==> src/rtl/seg_scan_decoder.sv <==
// seg_scan_decoder
// Watches a multiplexed seven-segment display bus and rebuilds the digit
// values it shows. Each {segment, anode} sample must stay unchanged for
// STABLE_CYCLES registered samples before that digit is taken. Once every
// digit position has been seen, the frame is held for the consumer.
//
// Optional feature: define SEG_DECODE_HEX_EN to also decode A, b, C, d, E, F
// as values 10..15. Without it those patterns count as invalid.
//
// Ports:
//   clk          single clock, rising edge
//   rst          synchronous active-high reset
//   seg_in       segment pattern {g,f,e,d,c,b,a}, active-low
//   an_in        digit enables, active-low, one-hot when valid
//   frame_data   decoded digit values, digit i in bits [4i+3:4i]
//   frame_blank  per-digit flag, set when the digit was captured blank
//   frame_valid  high while a complete frame is presented
//   frame_ready  consumer accepts the presented frame
//   pattern_err  one-cycle pulse when a stable pattern is not decodable
module seg_scan_decoder #(
  parameter int NUM_DIGITS    = 4,
  parameter int STABLE_CYCLES = 4
) (
  input  logic                    clk,
  input  logic                    rst,
  input  logic [6:0]              seg_in,
  input  logic [NUM_DIGITS-1:0]   an_in,
  output logic [4*NUM_DIGITS-1:0] frame_data,
  output logic [NUM_DIGITS-1:0]   frame_blank,
  output logic                    frame_valid,
  input  logic                    frame_ready,
  output logic                    pattern_err
);

  typedef enum logic {COLLECT = 1'b0, HOLD = 1'b1} stateT;

  localparam logic [7:0] STABLE_MAX = 8'(STABLE_CYCLES);

  stateT                    r_state;
  stateT                    w_stateNext;
  logic [6:0]               r_seg;
  logic [NUM_DIGITS-1:0]    r_an;
  logic [6:0]               r_segPrev;
  logic [NUM_DIGITS-1:0]    r_anPrev;
  logic [7:0]               r_count;
  logic [4*NUM_DIGITS-1:0]  r_data;
  logic [NUM_DIGITS-1:0]    r_blank;
  logic [NUM_DIGITS-1:0]    r_seen;
  logic                     r_patternErr;

  logic [3:0]               w_lowCount;
  logic                     w_anValid;
  logic                     w_changed;
  logic [7:0]               w_countNext;
  logic                     w_accept;
  logic [5:0]               w_dec;
  logic                     w_decValid;
  logic                     w_decBlank;
  logic [3:0]               w_decValue;

  // Decode result is {valid, blank, value}; anything not listed is invalid.
  function automatic logic [5:0] decodeSeg(input logic [6:0] pat);
    case (pat)
      7'b1000000: return {2'b10, 4'd0};
      7'b1111001: return {2'b10, 4'd1};
      7'b0100100: return {2'b10, 4'd2};
      7'b0110000: return {2'b10, 4'd3};
      7'b0011001: return {2'b10, 4'd4};
      7'b0010010: return {2'b10, 4'd5};
      7'b0000010: return {2'b10, 4'd6};
      7'b1111000: return {2'b10, 4'd7};
      7'b0000000: return {2'b10, 4'd8};
      7'b0010000: return {2'b10, 4'd9};
      7'b1111111: return {2'b11, 4'd0};
`ifdef SEG_DECODE_HEX_EN
      7'b0001000: return {2'b10, 4'd10};
      7'b0000011: return {2'b10, 4'd11};
      7'b1000110: return {2'b10, 4'd12};
      7'b0100001: return {2'b10, 4'd13};
      7'b0000110: return {2'b10, 4'd14};
      7'b0001110: return {2'b10, 4'd15};
`endif
      default:    return 6'b000000;
    endcase
  endfunction

  // A sample only counts when exactly one anode is driven low.
  always_comb begin
    w_lowCount = '0;
    for (int i = 0; i < NUM_DIGITS; i++) begin
      w_lowCount = w_lowCount + {3'b000, ~r_an[i]};
    end
    w_anValid = (w_lowCount == 4'd1);
  end

  // Stability counter: restarts at 1 on any change, saturates at the
  // threshold, and is held at 0 by an invalid anode sample. The change term
  // in the accept condition covers a threshold of 1, where the counter sits
  // at the threshold both before and after a change.
  always_comb begin
    w_changed   = ({r_seg, r_an} != {r_segPrev, r_anPrev});
    w_countNext = r_count;
    if (!w_anValid) begin
      w_countNext = 8'd0;
    end else if (w_changed) begin
      w_countNext = 8'd1;
    end else if (r_count != STABLE_MAX) begin
      w_countNext = r_count + 8'd1;
    end
    w_accept = w_anValid && (w_countNext == STABLE_MAX) &&
               (w_changed || (r_count != STABLE_MAX));
  end

  assign w_dec      = decodeSeg(r_seg);
  assign w_decValid = w_dec[5];
  assign w_decBlank = w_dec[4];
  assign w_decValue = w_dec[3:0];

  always_ff @(posedge clk) begin
    if (rst) begin
      r_state <= COLLECT;
    end else begin
      r_state <= w_stateNext;
    end
  end

  // The frame is declared complete one cycle after the last seen bit lands.
  always_comb begin
    w_stateNext = r_state;
    case (r_state)
      COLLECT: if (&r_seen) w_stateNext = HOLD;
      HOLD:    if (frame_ready) w_stateNext = COLLECT;
      default: w_stateNext = COLLECT;
    endcase
  end

  // Slot contents survive a frame handoff; only the seen bits are cleared,
  // so each new frame needs every digit again but keeps old values visible.
  always_ff @(posedge clk) begin
    if (rst) begin
      r_seg        <= '1;
      r_an         <= '1;
      r_segPrev    <= '1;
      r_anPrev     <= '1;
      r_count      <= 8'd0;
      r_data       <= '0;
      r_blank      <= '0;
      r_seen       <= '0;
      r_patternErr <= 1'b0;
    end else begin
      r_seg        <= seg_in;
      r_an         <= an_in;
      r_segPrev    <= r_seg;
      r_anPrev     <= r_an;
      r_count      <= w_countNext;
      r_patternErr <= w_accept && !w_decValid;
      if ((r_state == HOLD) && frame_ready) begin
        r_seen <= '0;
      end
      for (int i = 0; i < NUM_DIGITS; i++) begin
        if (w_accept && w_decValid && (r_state == COLLECT) && !r_an[i]) begin
          r_data[4*i +: 4] <= w_decValue;
          r_blank[i]       <= w_decBlank;
          r_seen[i]        <= 1'b1;
        end
      end
    end
  end

  assign frame_data  = r_data;
  assign frame_blank = r_blank;
  assign frame_valid = (r_state == HOLD);
  assign pattern_err = r_patternErr;

endmodule

==> config.mk <==
export PLATFORM = sky130hd
export DESIGN_NAME = seg_scan_decoder
export DESIGN_NICKNAME = d
export VERILOG_FILES = /design/src/rtl/seg_scan_decoder.sv
export SDC_FILE = /design/constraint.sdc
export NUM_CORES = 1
export LEC_CHECK = 0
export ABC_AREA = 1
export CAP_MARGIN = 40
export CORE_MARGIN = 3
export CORE_UTILIZATION = 45
export CTS_CLUSTER_SIZE = 12
export DETAILED_ROUTE_END_ITERATION = 8
export GPL_TIMING_DRIVEN = 0
export PLACE_DENSITY = 0.77
export RECOVER_POWER = 25
export SLEW_MARGIN = 20
export SYNTH_ARGS = -nofsm -noshare
export SYNTH_HDL_FRONTEND = slang
export SYNTH_SLANG_ARGS = --single-unit
==> constraint.sdc <==
create_clock -name clk -period 8.2 [get_ports clk]
set_clock_uncertainty 0.2 [all_clocks]
set_input_delay 1.64 -clock clk [delete_from_list [all_inputs] [get_ports clk]]
set_output_delay 1.64 -clock clk [all_outputs]
set_load 0.02 [all_outputs]
### Word-level counts from Yosys, hierarchy flattened

Cells that the tools add are included.

* register bits: 56
* latch bits: 0
* memory bits (writable): 0
* memory bits (read-only): 0
* input port bits: 14
* output and inout bits: 22
* logic and storage cells: 76
* memories: 0

* add/subtract/negate cells: 4
* multiply operators: 0
* divide/modulo/power cells: 0
* order comparisons: 0
* equality and inequality tests: 14
* shifts and indexed selects: 0
* muxes and demuxes: 12
* bitwise gates (word level): 5
* reduce and logical (&&, ||, !) cells: 22

Operators with widths (number)
* $pmux W6 S11: 1
* $eq A7 B7 Y1 const B: 4
* $mux W8: 3
* $eq A7 B5 Y1 const B: 3
* $eq A7 B6 Y1 const B: 2
* $ne A11 B11 Y1: 1
* $logic_and A1 B1 Y1: 10
* $add A8 B1 Y8 const B: 1
* $eq A8 B3 Y1 const B: 1
* $ne A8 B3 Y1 const B: 1
* $reduce_bool A2 Y1: 4
* $eq A7 B2 Y1 const B: 1
* $logic_not A7 Y1: 1
* $mux W1: 6
* $logic_not A1 Y1: 5
* $not A1 Y1: 5
* $add A3 B1 Y4: 1
* $eq A4 B1 Y1 const B: 1
* $mux W4: 1
* $reduce_and A4 Y1: 1
* $add A2 B1 Y3: 1
* $add A1 B1 Y2: 1
* $pmux W1 S2: 1
* $logic_or A1 B1 Y1: 1

### Depth between registers and ports, before layout

* depth after elaboration: 13
* gate-level depth with buffers: 14
* mapped depth without buffers: 14

### Worst setup path after synthesis

Ideal clock, no wire load.

* path type: register to register
* start point: register r_an[0]
* end point: register r_data[12], in the netlist frame_data[12]
* setup time: 0.110 ns
* data arrival time: 2.544 ns
* required time: 7.890 ns
* setup slack: 5.346 ns
* stages on the path, launching flop included: 14
* path buffers: 1
* period minus slack after synthesis: 2.854 ns
* cell sequence: dfxtp_1 > fa_1 > inv_1 > ha_1 > ha_1 > nor3_2 > nand4_1 > nor2_4 > nand3_4 > nor2_8 > buf_8 > nand4_1 > nand2_1 > nor2_2

* word-level cells in the longest chain between the ends: 12
* elaborated cells on any way between the ends: 15
* those cells by class: 3 x add/sub; 3 x eq/ne; 2 x mux; 1 x bitwise; 6 x reduce/logical

Ends and longest elaborated chain
* start, declared: RTL line 42 `logic [NUM_DIGITS-1:0] r_an;`
* start signal, assigned: RTL line 152 `r_an <= an_in;`
* $not A1 Y1: RTL line 91 `w_lowCount = w_lowCount + {3'b000, ~r_an[i]};`
* $add A1 B1 Y2: RTL line 91
* $add A2 B1 Y3: RTL line 91
* $add A3 B1 Y4: RTL line 91
* $eq A4 B1 Y1: RTL line 93 `w_anValid = (w_lowCount == 4'd1);`
* $mux W8: RTL line 103 `if (!w_anValid) begin`
* $eq A8 B3 Y1: RTL line 110 `w_accept = w_anValid && (w_countNext == STABLE_MAX) &&`
* $logic_and A1 B1 Y1: RTL line 110
* $logic_and A1 B1 Y1 (*): RTL line 110
* $logic_and A1 B1 Y1 (*) (3 in a row): RTL line 161 `if (w_accept && w_decValid && (r_state == COLLECT) && !r_an[i]) begin`
* end signal, assigned by index: RTL line 162 `r_data[4*i +: 4] <= w_decValue;`
* end, declared: RTL line 46 `logic [4*NUM_DIGITS-1:0] r_data;`

Every way passes the cells marked *; elsewhere a longest branch is shown, timed or not.
A chain may end at the register's enable or synchronous reset.

### Final worst setup path

* start point: register r_state, in the netlist frame_valid
* end point: output port frame_valid

RTL lines
* start, declared: RTL line 39 `stateT r_state;`
* start signal, assigned: RTL line 123 `r_state <= w_stateNext;`
* end, declared: RTL line 30 `output logic frame_valid,`

No word-level cell between the ends.

==> reports/qor_table.md <==
| Step | Metric | Value |
|---|---|---|
| routing | Post-detailed-routing wire length | 5721 µm |
| logic synthesis | Synthesized cell area | 0.002895 mm² |
| die | Placeable Area | 0.006061 mm² |
| worst setup path | Reg2reg start | r_an[0]$_SDFF_PP1_ |
| routing | DR pass1 iterations | 5 |
| sta | Total count of hold-check failures in the final report | 0 |
| routing | Via density per instance | 4.744 |
| final layout | Post-route non-filler standard cell count | 520 |
| clocking | Clk Latency, worst-skew pair | 0.31 ns |
| logic synthesis | FF+latch count, synth | 56 |
| global routing | Total overflow reported by the global router | 0 |
| clocking | Clock slew at reported path FFs | 0.10 ns |
| sta | Headroom to the max-slew limit | 0.5555 |
| global routing | Global routing usage summed across all routing layers | 0.1679 |
| worst setup path | Cell with the biggest individual delay on the critical path | sky130_fd_sc_hd__clkdlybuf4s50_1 |
| global routing | Antenna violations before repair | 0 |
| sta | Tmin final | 3.253 ns |
| min path | Hold EP | r_seen[2]$_SDFFE_PP0P_ |
| worst setup path | Slowest stage delay, CP | 0.65 ns |
| final layout | Final-stage net count | 463 |
| worst setup path | Sequence of cells on the critical path | clkdlybuf4s50_1 |
| clocking | Number of CTS-inserted buffers | 5 |
| clocking | CTS max path bufs | 2 |
| routing | Routed wire per std cell | 11.00 µm |
| placed design | Hpwl dp | 4436 µm |
| status | Outcome | complete, no violations |
| min path | Hold crit path type | register to register |
| worst setup path | Category of the worst setup path capture point | primary output |
| sta | Number of pins with negative max-slew slack in the final report | 0 |
| worst setup path | Data arrival time of the critical path | 1.41 ns |
| final layout | Syn-to-layout area delta | 19.27% |
| worst setup path | Type of the setup path with the least slack | register to primary output |
| min path | Startpoint of the worst hold path | r_seen[2]$_SDFFE_PP0P_ |
| die | X dimension of the die | 86.21 µm |
| final layout | Most common cell after layout, fill and taps aside | sky130_fd_sc_hd__nand2_1 |
| clocking | Hold-fix buffers at CTS | 0 |
| pwr | Highest ir drop seen on vdd | 0.00008664 V |
| pwr | Power per cell area | 151.9 mW/mm² |
| worst setup path | Maximum net fanout on the critical path | 4 |
| logic synthesis | Post-synth net total | 421 |
| clocking | Setup Buffers After CTS | 0 |
| routing | DR DRC count | 0 |
| clocking | Number of sinks on the clock net | 56 |
| logic synthesis | Average cell area after synthesis | 7.202 µm² |
| worst setup path | Count of cells along the worst register-to-register path | 13 |
| worst setup path | Data required time at the worst endpoint | 6.36 ns |
| placed design | I/O Buffers | 35 |
| die | Starting density of the core | 0.4777 |
| final layout | Diodes inserted | 0 |
| global routing | Pin count of the biggest net entering global routing | 19 |
| logic synthesis | Ys Warns | 0 |
| routing | Via Count | 2467 |
| die | Count of standard-cell rows | 28 |
| placed design | Final estimated routing congestion in global placement | 0.8814 |
| routing | Number of nets still failing antenna checks after routing | 0 |
| logic synthesis | Number of instances in the synthesized netlist | 402 |
| worst setup path | Delay-heaviest family, CP | buffers and inverters |
| sta | Final worst path period share | 0.3967 |
| clocking | Deepest level of the CTS H-tree | 2 |
| clocking | Root Buffer Master | sky130_fd_sc_hd__clkbuf_8 |
| logic synthesis | Count of unique library cells instantiated by Yosys | 31 |
| die | Total Die Area | 0.007432 mm² |
| min path | Cell depth of the worst min-delay path | 2 |
| clocking | Number of instances resized during post-cts repair | 0 |
| logic synthesis | Share of synthesized area occupied by flip-flops and latches | 0.3872 |
| global routing | Vias in the first global route | 2388 |
| final layout | Share of layout cells above drive strength 1 | 0.1348 |
| sta | Sum of negative setup slack | 0 ns |
| final layout | Top library cells by usage in the layout, fill and taps aside | sky130_fd_sc_hd__nand2_1 (112), sky130_fd_sc_hd__inv_1 (66), sky130_fd_sc_hd__dfxtp_1 (56), sky130_fd_sc_hd__nor2_1 (39), sky130_fd_sc_hd__clkdlybuf4s50_1 (34) |
| worst setup path | Critical path startpoint category | register |
| sta | Worst Max-Slew Pin Slew | 0.6667 ns |
| sta | Unrepaired setup endpoints after global routing | no |
| sta | Highest achievable clock rate | 0.3074 GHz |
| pwr | Standby leakage power | 1.566 nW |
| global routing | Wire length of the first global-routing pass | 10080 µm |
| run | Number of violations of the max-capacitance limit | 0 |
| routing | DRC marker count from the first detailed-route iteration | 145 |
| die | Boundary pin count | 36 |
| clocking | Clock tree from TritonCTS | built |
| worst setup path | End of the worst register-to-register path | frame_data[9]$_SDFFE_PP0P_ |
| worst setup path | Worst-case register-to-register setup slack | 5.07 ns |
| sta | Total setup violations reported at the end of the flow | 0 |
| die | Height of the chip | 86.21 µm |
| worst setup path | Worst path buffer plus inverter count | 1 |
| placed design | Number of placed cells counting well taps | 512 |
-- flip-flops by register name, summed over array words and instances (netlist names), 4 cells and up --
name	cells
r_count	8
frame_data	16
r_seg	7
r_anPrev	4
r_segPrev	7
r_an	4
r_seen	4
frame_blank	4
-- layer usage --
layer | global-route usage | share of wire
met1 | 0.2091 | 0.46
met2 | 0.2810 | 0.49
met3 | 0.03707 | 0.042
met4 | 0.06941 | 0.012
met5 | 0 | 0
-- cells by family after synthesis --
| kind of cell | Yosys count | share of synthesized area |
|---|---|---|
| compound gates | 11 | 0.02636 |
| xor+xnor | 7 | 0.02118 |
| fa+ha+maj | 5 | 0.02420 |
| buf+inv | 87 | 0.1275 |
| flops | 56 | 0.3872 |
| simple gates | 236 | 0.4136 |
-- cell type report --
class,count,area [µm²]
clock buffers,5,68.82
clock inverters,3,46.29
inverters,78,292.8
flip-flops and latches,56,1121
well taps,75,93.84
plain buffers,9,75.07
repair buffers,35,350.3
multi-input cells,259,1405
fillers,566,2608
-- how the worst max path moves through the flow --
stage | startpoint | endpoint | slack [ns] | cells past startpoint
2_1_floorplan | r_an[0]$_SDFF_PP1_ | frame_data[12]$_SDFFE_PP0P_ | 5.35 | 13
3_3_place_gp | rst | frame_data[14]$_SDFFE_PP0P_ | 4.89 | 5
3_5_place_dp | rst | frame_data[9]$_SDFFE_PP0P_ | 4.85 | 5
4_1_cts | frame_valid$_SDFF_PP0_ | frame_valid | 4.94 | 1
5_1_grt | r_an[0]$_SDFF_PP1_ | frame_data[3]$_SDFFE_PP0P_ | 4.91 | 13
6_report | frame_valid$_SDFF_PP0_ | frame_valid | 4.95 | 1
-- worst reg2reg max path: cells and delay by family, from the launching register on --
kind | cells | cell delay [ns]
flops | 1 | 0.37
fa+ha+maj | 3 | 0.99
buf+inv | 2 | 0.20
simple gates | 8 | 1.27
-- stage by stage --
stage	cell area, µm²	total power, W	hold WS, ns	util	setup WS [ns]
after global placement	3339	0.0003434	0.2540	0.5510	4.890
after floorplan	2895	0.0003291	0.2442	-	5.346
final	3453	0.0005246	0.2764	0.5698	4.947
after global routing	3453	0.0005459	0.3039	0.5698	4.906
after CTS	3455	0.0005306	0.2799	0.5700	4.942
after detailed placement	3339	0.0003458	0.2643	0.5510	4.853
-- report_power, final --
part	leakage (nW)	total (W)	internal, W	switching, W
logic	1.06	0.0000563	0.0000221	0.0000342
registers	0.457	0.000283	0.000278	0.00000531
clock network	0.0548	0.000185	0.0000921	0.0000933
total	1.57	0.000525	0.000392	0.000133
-- cells in the mapped netlist --
| master | instances | share of area |
|---|---|---|
| sky130_fd_sc_hd__nand3_4 | 7 | 0.042 |
| sky130_fd_sc_hd__buf_6 | 4 | 0.016 |
| sky130_fd_sc_hd__a221oi_1 | 1 | 0.0030 |
| sky130_fd_sc_hd__nor3_1 | 8 | 0.014 |
| sky130_fd_sc_hd__buf_2 | 1 | 0.0017 |
| sky130_fd_sc_hd__nor2_1 | 39 | 0.051 |
| sky130_fd_sc_hd__o21ai_2 | 1 | 0.0030 |
| sky130_fd_sc_hd__xnor2_1 | 4 | 0.012 |
| sky130_fd_sc_hd__ha_1 | 4 | 0.017 |
| sky130_fd_sc_hd__fa_1 | 1 | 0.0069 |
| sky130_fd_sc_hd__nand4_1 | 23 | 0.050 |
| sky130_fd_sc_hd__or2_2 | 12 | 0.026 |
| sky130_fd_sc_hd__clkbuf_1 | 3 | 0.0039 |
| sky130_fd_sc_hd__inv_2 | 8 | 0.010 |
| sky130_fd_sc_hd__inv_1 | 66 | 0.086 |
| sky130_fd_sc_hd__o211ai_1 | 1 | 0.0026 |
| sky130_fd_sc_hd__nand3_1 | 17 | 0.029 |
| sky130_fd_sc_hd__a21oi_1 | 5 | 0.0086 |
| sky130_fd_sc_hd__nand2_1 | 112 | 0.15 |
| sky130_fd_sc_hd__nor3_2 | 4 | 0.014 |
| sky130_fd_sc_hd__a21oi_4 | 1 | 0.0056 |
| sky130_fd_sc_hd__nand2_2 | 3 | 0.0065 |
| sky130_fd_sc_hd__nor2_2 | 5 | 0.011 |
| sky130_fd_sc_hd__nand3_2 | 2 | 0.0069 |
| sky130_fd_sc_hd__dfxtp_1 | 56 | 0.39 |
| sky130_fd_sc_hd__xor2_1 | 3 | 0.0091 |
| sky130_fd_sc_hd__buf_8 | 1 | 0.0052 |
| sky130_fd_sc_hd__o21ai_0 | 2 | 0.0035 |
| sky130_fd_sc_hd__nor2_4 | 3 | 0.012 |
| sky130_fd_sc_hd__nor2_8 | 1 | 0.0069 |
| sky130_fd_sc_hd__clkinv_1 | 4 | 0.0052 |
No activity file was read; power rests on OpenSTA's default activity.
